File: config.mk
export PLATFORM = sky130hd
export DESIGN_NAME = dna_read_deserializer
export DESIGN_NICKNAME = d
export VERILOG_FILES = /design/src/rtl/dna_pkg.sv /design/src/rtl/nucleotide_decode.sv /design/src/rtl/dna_read_deserializer.sv
export SDC_FILE = /design/constraint.sdc
export NUM_CORES = 1
export LEC_CHECK = 0
export CAP_MARGIN = 0
export CELL_PAD_IN_SITES_DETAIL_PLACEMENT = 1
export CELL_PAD_IN_SITES_GLOBAL_PLACEMENT = 2
export CORE_UTILIZATION = 38
export DETAILED_ROUTE_END_ITERATION = 12
export PLACE_DENSITY = 0.94
export SYNTH_ARGS = -nofsm -noshare
export SYNTH_HDL_FRONTEND = slang
export SYNTH_SLANG_ARGS = --single-unit
File: constraint.sdc
create_clock -name clk -period 13.6 [get_ports clk]
set_input_delay 2.72 -clock clk [delete_from_list [all_inputs] [get_ports clk]]
set_output_delay 2.72 -clock clk [all_outputs]
set_load 0.02 [all_outputs]
File: src/rtl/dna_pkg.sv
// Shared types and constants for the DNA read deserializer slice.
package dna_pkg;

  localparam int NUM_OF_NUCLEOTIDES = 40;
  localparam int ASCII_SIZE         = 8;

  localparam logic [7:0] ASCII_A  = 8'h41;
  localparam logic [7:0] ASCII_C  = 8'h43;
  localparam logic [7:0] ASCII_G  = 8'h47;
  localparam logic [7:0] ASCII_T  = 8'h54;
  localparam logic [7:0] ASCII_LA = 8'h61;
  localparam logic [7:0] ASCII_LC = 8'h63;
  localparam logic [7:0] ASCII_LG = 8'h67;
  localparam logic [7:0] ASCII_LT = 8'h74;

  typedef enum logic [1:0] {
    NT_A = 2'b00,
    NT_C = 2'b01,
    NT_G = 2'b10,
    NT_T = 2'b11
  } nucleotide_t;

  typedef logic [0:0] state_t;
  localparam state_t ST_COLLECT = 1'b0;
  localparam state_t ST_HOLD    = 1'b1;

endpackage

File: src/rtl/nucleotide_decode.sv
// ASCII nucleotide to 2-bit symbol decoder with invalid flag.
// DNA_LOWERCASE_EN: when defined, lowercase a/c/g/t decode like uppercase.
module nucleotide_decode #(
  parameter int ASCII_SIZE = dna_pkg::ASCII_SIZE
) (
  input  logic [ASCII_SIZE-1:0] in_char,
  output dna_pkg::nucleotide_t  sym,
  output logic                  invalid
);
  import dna_pkg::*;

  always_comb begin
    sym     = NT_A;
    invalid = 1'b0;
    case (in_char)
      ASCII_SIZE'(ASCII_A):  sym = NT_A;
      ASCII_SIZE'(ASCII_C):  sym = NT_C;
      ASCII_SIZE'(ASCII_G):  sym = NT_G;
      ASCII_SIZE'(ASCII_T):  sym = NT_T;
`ifdef DNA_LOWERCASE_EN
      ASCII_SIZE'(ASCII_LA): sym = NT_A;
      ASCII_SIZE'(ASCII_LC): sym = NT_C;
      ASCII_SIZE'(ASCII_LG): sym = NT_G;
      ASCII_SIZE'(ASCII_LT): sym = NT_T;
`endif
      // Unknown codes pack as A and poison the frame.
      default:               invalid = 1'b1;
    endcase
  end

endmodule

File: src/rtl/dna_read_deserializer.sv
// Collects NUM_OF_NUCLEOTIDES ASCII characters into one packed 2-bit frame with
// a sticky error flag; DNA_LOWERCASE_EN is handled inside nucleotide_decode.
module dna_read_deserializer #(
  parameter int NUM_OF_NUCLEOTIDES = dna_pkg::NUM_OF_NUCLEOTIDES,
  parameter int ASCII_SIZE         = dna_pkg::ASCII_SIZE
) (
  input  logic                            clk,
  input  logic                            reset,
  input  logic                            flush,
  input  logic                            in_valid,
  input  logic [ASCII_SIZE-1:0]           in_char,
  output logic                            in_ready,
  output logic                            out_valid,
  input  logic                            out_ready,
  output logic [2*NUM_OF_NUCLEOTIDES-1:0] out_bits,
  output logic                            out_err
);
  import dna_pkg::*;

  localparam int W     = 2 * NUM_OF_NUCLEOTIDES;
  localparam int CNT_W = (NUM_OF_NUCLEOTIDES > 1) ? $clog2(NUM_OF_NUCLEOTIDES) : 1;
  localparam logic [CNT_W-1:0] CNT_LAST = CNT_W'(NUM_OF_NUCLEOTIDES - 1);

  state_t           state;
  logic [CNT_W-1:0] cnt;
  logic [W-1:0]     pack_p0;
  logic             err_p0;
  nucleotide_t      sym;
  logic             sym_invalid;
  logic             accept;
  logic             last;
  logic [W-1:0]     pack_next;

  nucleotide_decode #(
    .ASCII_SIZE(ASCII_SIZE)
  ) u_decode (
    .in_char (in_char),
    .sym     (sym),
    .invalid (sym_invalid)
  );

  assign in_ready  = (state == ST_COLLECT);
  assign out_valid = (state == ST_HOLD);
  assign accept    = in_valid && in_ready && !flush;
  assign last      = (cnt == CNT_LAST);
  // Shift left so the first nucleotide ends up in the top symbol slot.
  assign pack_next = {pack_p0[W-3:0], sym};

  // Collect stage: counter, packing register, sticky error; hold stage: output frame
  always_ff @(posedge clk or posedge reset) begin
    if (reset) begin
      state    <= ST_COLLECT;
      cnt      <= '0;
      pack_p0  <= '0;
      err_p0   <= 1'b0;
      out_bits <= '0;
      out_err  <= 1'b0;
    end else if (flush) begin
      state   <= ST_COLLECT;
      cnt     <= '0;
      pack_p0 <= '0;
      err_p0  <= 1'b0;
    end else if (state == ST_HOLD) begin
      if (out_ready) state <= ST_COLLECT;
    end else if (accept) begin
      if (last) begin
        cnt      <= '0;
        pack_p0  <= '0;
        err_p0   <= 1'b0;
        out_bits <= pack_next;
        out_err  <= err_p0 | sym_invalid;
        state    <= ST_HOLD;
      end else begin
        cnt     <= cnt + CNT_W'(1);
        pack_p0 <= pack_next;
        err_p0  <= err_p0 | sym_invalid;
      end
    end
  end

endmodule

# Word-level counts from Yosys, hierarchy flattened
# Cells that the tools add are included.
# op_classes
n_mul,0
magnitude_cmp,0
muxes,19
n_addsub,1
n_eq_ne,6
reduce_logical,7
n_shift,0
div_mod_pow,0
bitwise_logic,3
# op_table
op,count
$mux W78,4
$eq A8 B7 Y1 const B,4
$mux W6,4
$mux W1,10
$add A6 B1 Y6 const B,1
$eq A6 B6 Y1 const B,1
$pmux W2 S3,1
$reduce_and A4 Y1,1
$reduce_or A4 Y1,1
$logic_and A1 B1 Y1,2
$ne A2 B2 Y1 const B,1
$not A1 Y1,2
$reduce_and A2 Y1,1
$reduce_bool A2 Y1,1
$logic_not A1 Y1,1
$or A1 B1 Y1,1
# totals
ff_bits,167
ramBits,0
rom_bits,0
latch_bits,0
memories,0

# Depth between registers and ports, before layout
# Gate-level depths: netlist (run 1).
# logic_depth
depth_word,8
mapped_depth,7

# By module
# From an unflattened synthesis (run 1), not the netlist that was laid out.
# unflattened
hier_cells,399
hier_area_um2,6261.0
# by_module_without_submodules
module,instances,area_per_inst_um2,cells_each,seq_area_each_um2
dna_read_deserializer,1,6172.2,388,4179.0
nucleotide_decode,1,88.8,11,0.0

# Least setup slack after synthesis (run 1)
# No wires, ideal clock.
# synth_path
path_type,input to register
from,in in_valid
to,reg out_bits[0]
setup_slack_ns,9.726
stages,7
arrival_time_ns,3.750
setup_time_ns,0.123
required_ns,13.477
n_path_buf,3
path_cell_list,nand2b_4 > buf_6 > or4_1 > buf_6 > buf_6 > nand2_1 > o21ai_1
# synth_between
elab_chain_cells,3
# synth_lines
item,line_no,text
"start, declared",dna_read_deserializer.sv:10,"input logic in_valid,"
$logic_and A1 B1 Y1 (2 in series),dna_read_deserializer.sv:44,assign accept = in_valid && in_ready && !flush;
$reduce_and A4 Y1 (no line),--,
"end signal, assigned",dna_read_deserializer.sv:70,out_bits <= pack_next;
"end, declared",dna_read_deserializer.sv:15,"output logic [2*NUM_OF_NUCLEOTIDES-1:0] out_bits,"
# No other way between the ends.
# A chain may end at the register's enable or synchronous reset.

# Worst setup path after layout (run 1)
# layout_path
from,in flush
to,reg pack_p0[43]
# layout_between
elab_chain_cells,4
# layout_lines
item,line_no,text
"start, declared",dna_read_deserializer.sv:9,"input logic flush,"
$logic_not A1 Y1,dna_read_deserializer.sv:44,
$logic_and A1 B1 Y1,dna_read_deserializer.sv:44,
$reduce_bool A2 Y1 (no line),--,
$reduce_and A2 Y1 (no line),--,
"end signal, assigned",dna_read_deserializer.sv:75,pack_p0 <= pack_next;
"end, declared",dna_read_deserializer.sv:26,logic [W-1:0] pack_p0;
# Several ways; a longest one is shown, not always the timed one.

==> flow_summary.ini, run 1 <==
[outcome]
status = finished clean

[yosys]
yosysTopAreaCell = dfrtp_1
netlist.area_leader.share_pct = 66.1
syn_area_um2 = 6320
yosysSeqAreaShare_pct = 66.1
ys_seq_elements = 167
synth_cell_types = 35
yosys_most_used_dff = dfrtp_1
postSynth.asyncResetShare_pct = 100
synthXorXnorAreaFrac_pct = 0.277
avgSynthCellArea_um2 = 11.1
synth_edf_count = 0
synth_simple_gate_area_share_pct = 17.4
yosys_warnings = 0
synthTopCellsByArea = dfrtp_1, nand2_1, a22o_1, buf_6, clkbuf_1
synthMuxAreaShare_pct = 0
synth_fa_ha_area_share_pct = 0.198
synthMostInstantiatedCell = nand2_1
synth_top_family_by_area = simple AND/OR/NAND/NOR gates
synth-compound-area-share_pct = 12.2
syn_inst = 570
syn-num-nets = 584
yosys-top-cells-count = nand2_1, dfrtp_1, a22o_1

[final_layout]
num_antenna_cells = 0
fin_nets = 667
num-fill-cells = 1711
area_growth_pct = 26.4
drive_gt1_share_pct = 7.06

[die]
core_area_um2 = 16100
die_h_um = 131
chipWidth_um = 131
fp.dieArea_um2 = 17100
io_pins = 96
start_util_pct = 39.3
rows = 46

[route]
vias = 4448
drc = 0
drt_iter0_drc = 221
highest_layer = met4
postRouteAntennaNets = 0
met3_length_um = 461
routed_via_density = 5.04
met2_length_mm = 7.13
wire_per_inst_um = 16.7
drtPass1Iterations = 4
met1_length_mm = 6.89
totalWireLength_mm = 14.7

[sta]
slew_headroom_pct = 31.8
fin_crit_ns = 4.85
max_freq_ghz = 0.206
setup_viol = 0
tns_ns = 0
fin_crit_sh_pct = 35.6
rsz0062_at_grt = no
drv_slew = 0
fin_skew_ns = 0.00964
hold_viol_final = 0
worst_pin_slew_ns = 1.02
whs_ns = 0.464

[cts]
clk_latency_ns = 0.43
tritoncts = built
post_cts_resized = 0
cts_buffers = 17
clock_sinks = 167
holdBufCountCts = 0
path_clk_slew_ns = 0.06
cts_root_buf = clkbuf_16
cts_buffer_depth = 2
cts_setup_buffers = 0
h-tree-depth = 4

[global_routing]
track_usage_pct = 18.9
grt_pass1_wl_mm = 24.4
globalRouteOverflowTotal = 0
antenna_found_initial = 0
grt_max_degree = 89
grt_pass1_vias = 4667

[setup_path]
arrival_ns = 5.20
critical_path_class = in -> reg
critPathLaunchType = input port
end_kind = register
cp.required_ns = 13.96
critPathMaxFanout = 51

[placement]
place_congestion = 0.749
io_buffers = 95
dp_hpwl_mm = 9.13

[pwr]
power.density_nw_per_um2 = 128
max-vdd-ir-drop_mv = 0.0909
leakage_uw = 0.00399

[run]
cap_violations = 0

[hold_path]
hold_class = reg -> reg
routing by layer:
| metal | track usage [%] | vias up |
|---|---|---|
| li1 | - | 2064 |
| met1 | 25.4 | 2275 |
| met2 | 29.8 | 91 |
| met3 | 4.23 | 18 |
| met4 | 7.51 | 0 |
| met5 | 0 | - |
metrics by stage:
stage	setup slack, ns	instances	power [uW]	util [%]	instance area [um2]
after detailed placement	8.31	850	535	45.9	7370
after global routing	8.59	882	1060	49.7	7990
final	8.75	882	1020	49.7	7990
after global placement	8.43	850	534	45.9	7370
after CTS	8.75	882	1030	49.7	7990
after floorplan	6.36	570	525	-	6320
power by group:
group / total [uW] / leakage [uW] / switching (uW) / internal [uW]
Sequential: 498 / 0.00233 / 0.772 / 498
Combinational: 26.8 / 0.00137 / 20.7 / 6.14
Clock: 497 / 0.000289 / 202 / 295
cell type report:
cell class	count	area, um2	area share, %
clock inverters	14	174	2.18
inverters	3	16.3	0.204
well taps	216	270	3.38
repair buffers	100	988	12.4
clock buffers	18	439	5.50
multi-input cells	364	1920	24.0
flip-flops and latches	167	4180	52.3
cells in the final DEF, fill, tap and decap left out, types with 2 or more instances in the layout:
| cell type | count |
|---|---|
| o21ai_0 | 7 |
| a21oi_1 | 3 |
| nand2_1 | 242 |
| xor2_1 | 2 |
| clkinv_2 | 2 |
| a22o_1 | 77 |
| a31oi_1 | 2 |
| dfrtp_1 | 167 |
| nand3_1 | 2 |
| nor2_1 | 6 |
| clkinvlp_4 | 4 |
| clkbuf_16 | 17 |
| clkdlybuf4s50_1 | 95 |
| clkinv_4 | 3 |
| inv_1 | 2 |
| inv_6 | 3 |
| o21ai_1 | 2 |
| buf_4 | 5 |
| bufinv_16 | 3 |
state kept, by name (all words and copies together), names as in the netlist:
signal / cells
out_err: 1
pack_p0: 78
cnt: 6
out_bits: 80
out_valid: 1
err_p0: 1
worst max-delay path, stage by stage:
cell and delay (ns):
clkdlybuf4s50_1 0.69, nor3_4 0.95, buf_4 0.60, a22o_1 0.22
path summary, 6_finish.rpt:
kind                                      to    startpoint  slack (ns)  cells past startpoint
worst max-delay path             pack_p0[43]         flush        8.75                      4
worst min-delay path            out_bits[61]  out_bits[61]        0.46                      2
worst max register to register   pack_p0[43]        cnt[0]       10.98                      6
worst min register to register  out_bits[61]  out_bits[61]        0.46                      2
max in group asynchronous        out_bits[6]         reset        9.25                      3
min in group asynchronous       out_bits[46]         reset        2.82                      2
logic make-up (layout without fill, tap and decap cells):
family,after synthesis,after routing
xor+xnor,2,2
flops,167,167
compound gates,94,94
buf+inv,39,135
fa+ha+maj,1,1
simple gates,267,267
(Power assumes the default switching activity.)
==> run 2: changes to the inputs <==
- CORE_UTILIZATION: 38 -> 31
- PLACE_DENSITY: 0.94 -> 0.83
- clock period: 13.6 -> 4.2 ns (I/O delays scaled with it)
==> flow_summary.ini, run 2 (synthesis gave the netlist of run 1 again) <==
[outcome]
status = finished clean

[sta]
fin_skew_ns = 0.00785
drv_slew = 0
whs_ns = 0.465
fin_crit_sh_pct = 68.4
max_freq_ghz = 0.348
setup_viol = 0
tns_ns = 0
hold_viol_final = 0
worst_pin_slew_ns = 0.914
setup_ws_ns = 1.33
slew_headroom_pct = 38.9
fin_crit_ns = 2.87
rsz0062_at_grt = no

[die]
io_pins = 96
die_h_um = 145
core_area_um2 = 19700
chipWidth_um = 145
start_util_pct = 32.0
fp.dieArea_um2 = 21000
rows = 51

[pwr]
max-vdd-ir-drop_mv = 0.227
power.density_nw_per_um2 = 401
leakage_uw = 0.00402

[cts]
cts_setup_buffers = 0
holdBufCountCts = 0
cts_root_buf = clkbuf_16
cts_buffers = 17
path_clk_slew_ns = 0.07
post_cts_resized = 0
cts_buffer_depth = 2
h-tree-depth = 4
clock_sinks = 167
clk_latency_ns = 0.42
tritoncts = built

[global_routing]
grt_pass1_vias = 4718
grt_pass1_wl_mm = 24.8
grt_max_degree = 80
track_usage_pct = 15.4
globalRouteOverflowTotal = 0
antenna_found_initial = 0

[hold_path]
hold_class = reg -> reg
holdPathEnd = out_bits[58]
hold_start = out_bits[58]
hold_depth = 2

[route]
postRouteAntennaNets = 0
drtPass1Iterations = 4
routed_via_density = 4.74
vias = 4428
drt_iter0_drc = 217
drc = 0
totalWireLength_mm = 14.8
wire_per_inst_um = 15.8

[placement]
place_congestion = 0.737
io_buffers = 95
dp_hpwl_mm = 9.61
dp_slack_ns = 0.869

[final_layout]
fin_nets = 671
largest_reg_flops = 80
most-common-layout-cells = nand2_1, dfrtp_1, clkdlybuf4s50_1, a22o_1, clkbuf_16
drive_gt1_share_pct = 7.61
mostFrequentLayoutCell = nand2_1
area_growth_pct = 27.7
reg.largest.list = out_bits: 80 flops, pack_p0: 78 flops, cnt: 6 flops
top_register = out_bits
num_antenna_cells = 0

[setup_path]
reg2regPathDepth = 6
reg2reg_slack_ns = 1.83
end_kind = register
critical_path_class = in -> reg
arrival_ns = 3.19
critPathMaxFanout = 52
r2r-end = out_bits[55]
cp.required_ns = 4.51
r2r-start = cnt[0]
critPathLaunchType = input port

[run]
cap_violations = 0
run 2: cell count changes in the layout (fill, tap and decap cells not counted):
cell        change
bufinv_16       -2
inv_8           +3
buf_4           +2
buf_12          +2
clkinv_2        +1
inv_6           +1
clkinvlp_4      -3
run 2: area by class of cell:
| class | instances | area, um2 |
|---|---|---|
| clock buffer | 18 | 439 |
| clock inverter | 14 | 140 |
| fill | 2125 | 11600 |
| inverter | 3 | 15.0 |
| multi-input combinational | 364 | 1920 |
| sequential | 167 | 4180 |
| tap | 265 | 332 |
| timing repair buffer | 104 | 1040 |
run 2: per-layer routing:
layer / vias to the layer above / track usage (%) / wire length (um)
met4: 0 / 4.99 / 159
li1: 2077 / - / -
met1: 2260 / 19.3 / 6740
met5: - / 0 / 0
met2: 81 / 25.8 / 7370
met3: 10 / 4.08 / 550
run 2: metrics by stage:
stage	cell area, um2	utilization, %	total power (uW)	cells
3_5_place_dp	7490	38.0	1740	903
3_3_place_gp	7490	38.0	1740	903
5_1_grt	8070	40.9	3360	935
6_report	8070	40.9	3240	935
2_1_floorplan	6320	-	1700	570
4_1_cts	8070	40.9	3280	935
run 2: worst max path at each step:
stage	start	end	slack, ns	cells past startpoint
floorplan	reset	cnt[0]	1.23	1
global placement	flush	out_bits[1]	0.96	5
detailed placement	flush	out_bits[0]	0.87	5
CTS	flush	out_bits[55]	1.33	5
global route	flush	out_bits[55]	1.23	5
finish	flush	out_bits[55]	1.33	5
run 2: critical path, cell delays in order:
cell and delay [ns]:
clkdlybuf4s50_1 0.70, or4_2 1.13, buf_12 0.33, nand2_1 0.11
nand2_1 0.06
run 2: power breakdown:
part           switching [uW]  internal [uW]  leakage (uW)
combinational            68.7           23.6       0.00140
sequential               2.42           1610       0.00233
clock                     682            851      0.000291
total                     753           2490       0.00402
==> run 3: changes to the inputs <==
- CORE_UTILIZATION: 31 -> 35
- PLACE_DENSITY: 0.83 -> 0.88
- clock period: 4.2 -> 2.7 ns (I/O delays scaled with it)
==> flow_summary.ini, run 3 (synthesis gave the netlist of run 1 again) <==
[placement]
io_buffers = 95
place_inst = 866
place_congestion = 0.712
dp_hpwl_mm = 9.09
dp_slack_ns = 0.236

[setup_path]
r2r-end = out_bits[32]
reg2regPathDepth = 6
critical_path_class = in -> reg
cp.required_ns = 3.01
end_kind = register
reg2reg_slack_ns = 0.65
critPathMostFrequentCell = nand2_1
critPathMaxStageDelay_ns = 0.69
crit_chain = clkdlybuf4s50_1 > nand2b_4 > or4_2 > buf_4 > nand2_1 > nand2_1
arrival_ns = 2.37
path_buf_inv = 2
path_delay_family = simple AND/OR/NAND/NOR gates
r2r-start = cnt[0]
critPathMaxFanout = 33
cp_slowest_cell = or4_2
critPathLaunchType = input port

[sta]
max_freq_ghz = 0.485
drv_slew = 0
slew_headroom_pct = 67.1
rsz0062_at_grt = no
setup_viol = 0
fin_skew_ns = 0.00632
fin_crit_ns = 2.06
setup_ws_ns = 0.639
fin_crit_sh_pct = 76.3
tns_ns = 0
worst_pin_slew_ns = 0.492
hold_viol_final = 0

[final_layout]
mostFrequentLayoutCell = nand2_1
fin_nets = 674
largest_reg_flops = 80
seq_area_um2 = 4180
fin_util_pct = 46.2
reg.largest.list = out_bits: 80 flops, pack_p0: 78 flops, cnt: 6 flops
most-common-layout-cells = nand2_1, dfrtp_1, clkdlybuf4s50_1, a22o_1, clkbuf_16
top_register = out_bits
area_growth_pct = 27.9
multi_input_area_um2 = 1920
num-fill-cells = 1887
fin_cells = 898
drive_gt1_share_pct = 7.88
num_antenna_cells = 0

[route]
met3_length_um = 443
met1_length_mm = 6.47
highest_layer = met4
drt_iter0_drc = 282
routed_via_density = 4.96
totalWireLength_mm = 14.3
vias = 4455
drtPass1Iterations = 5
postRouteAntennaNets = 0
met2_length_mm = 7.22
drc = 0
wire_per_inst_um = 16.0

[die]
core_area_um2 = 17500
fp.dieArea_um2 = 18600
chipWidth_um = 136
die_h_um = 136
io_pins = 96
rows = 48
start_util_pct = 36.2

[cts]
h-tree-depth = 4
cts_setup_buffers = 0
tritoncts = built
path_clk_slew_ns = 0.06
cts_root_buf = clkbuf_16
cts_buffers = 17
cts_buffer_depth = 2
holdBufCountCts = 0
clk_latency_ns = 0.42
post_cts_resized = 0
clock_sinks = 167

[global_routing]
antenna_found_initial = 0
grt_pass1_wl_mm = 24.8
globalRouteOverflowTotal = 0
grt_max_degree = 81
grt_pass1_vias = 4807
track_usage_pct = 17.2

[run]
cap_violations = 0

[pwr]
max-vdd-ir-drop_mv = 0.506
leakage_uw = 0.00402
report.power.total_uw = 4990
power.density_nw_per_um2 = 617

[hold_path]
hold_class = reg -> reg
hold_depth = 2
holdPathEnd = out_bits[48]
hold_start = out_bits[48]

[outcome]
status = finished clean
run 3: cell count changes in the layout (fill, tap and decap cells not counted), moves of 2 or more:
cell / change
buf_12: +4
clkinvlp_4: +5
inv_6: -2
inv_8: -2
run 3: layout make-up:
type / count / area share (%)
flip-flops and latches: 167 / 51.7
repair buffers: 107 / 13.8
inverters: 3 / 0.186
clock buffers: 19 / 5.48
clock inverters: 13 / 1.53
multi-input cells: 364 / 23.8
well taps: 225 / 3.48
run 3: how the worst max path moves through the flow:
stage / from / to / slack [ns] / cells past startpoint
6_report: in_valid / out_bits[32] / 0.64 / 6
5_1_grt: cnt[0] / out_bits[37] / 0.52 / 6
4_1_cts: out_valid / in_ready / 0.63 / 2
3_5_place_dp: in_valid / out_bits[34] / 0.24 / 6
3_3_place_gp: in_valid / out_bits[34] / 0.30 / 6
2_1_floorplan: reset / cnt[0] / 0.03 / 1
run 3: report_power, final:
group | leakage [uW] | internal [uW] | switching, uW
sequential | 0.00233 | 2510 | 4.00
combinational | 0.00143 | 43.7 | 109
clock | 0.000264 | 1300 | 1020
run 3: metrics by stage:
| step | hold slack, ns | instance area [um2] |
|---|---|---|
| floorplan | 0.446 | 6320 |
| global placement | 0.452 | 7510 |
| detailed placement | 0.458 | 7510 |
| CTS | 0.473 | 8080 |
| global route | 0.490 | 8080 |
| finish | 0.466 | 8080 |
run 3: worst min-delay path, cell delays in order (launching register included):
cell and delay (ns):
dfrtp_1 0.34, nand2_1 0.05, nand2_1 0.05
run 3: per-layer routing:
metal / up-vias / track usage, %
met2: 76 / 27.9
met5: - / 0
met3: 17 / 3.58
met1: 2270 / 22.6
li1: 2092 / -
met4: 0 / 5.93
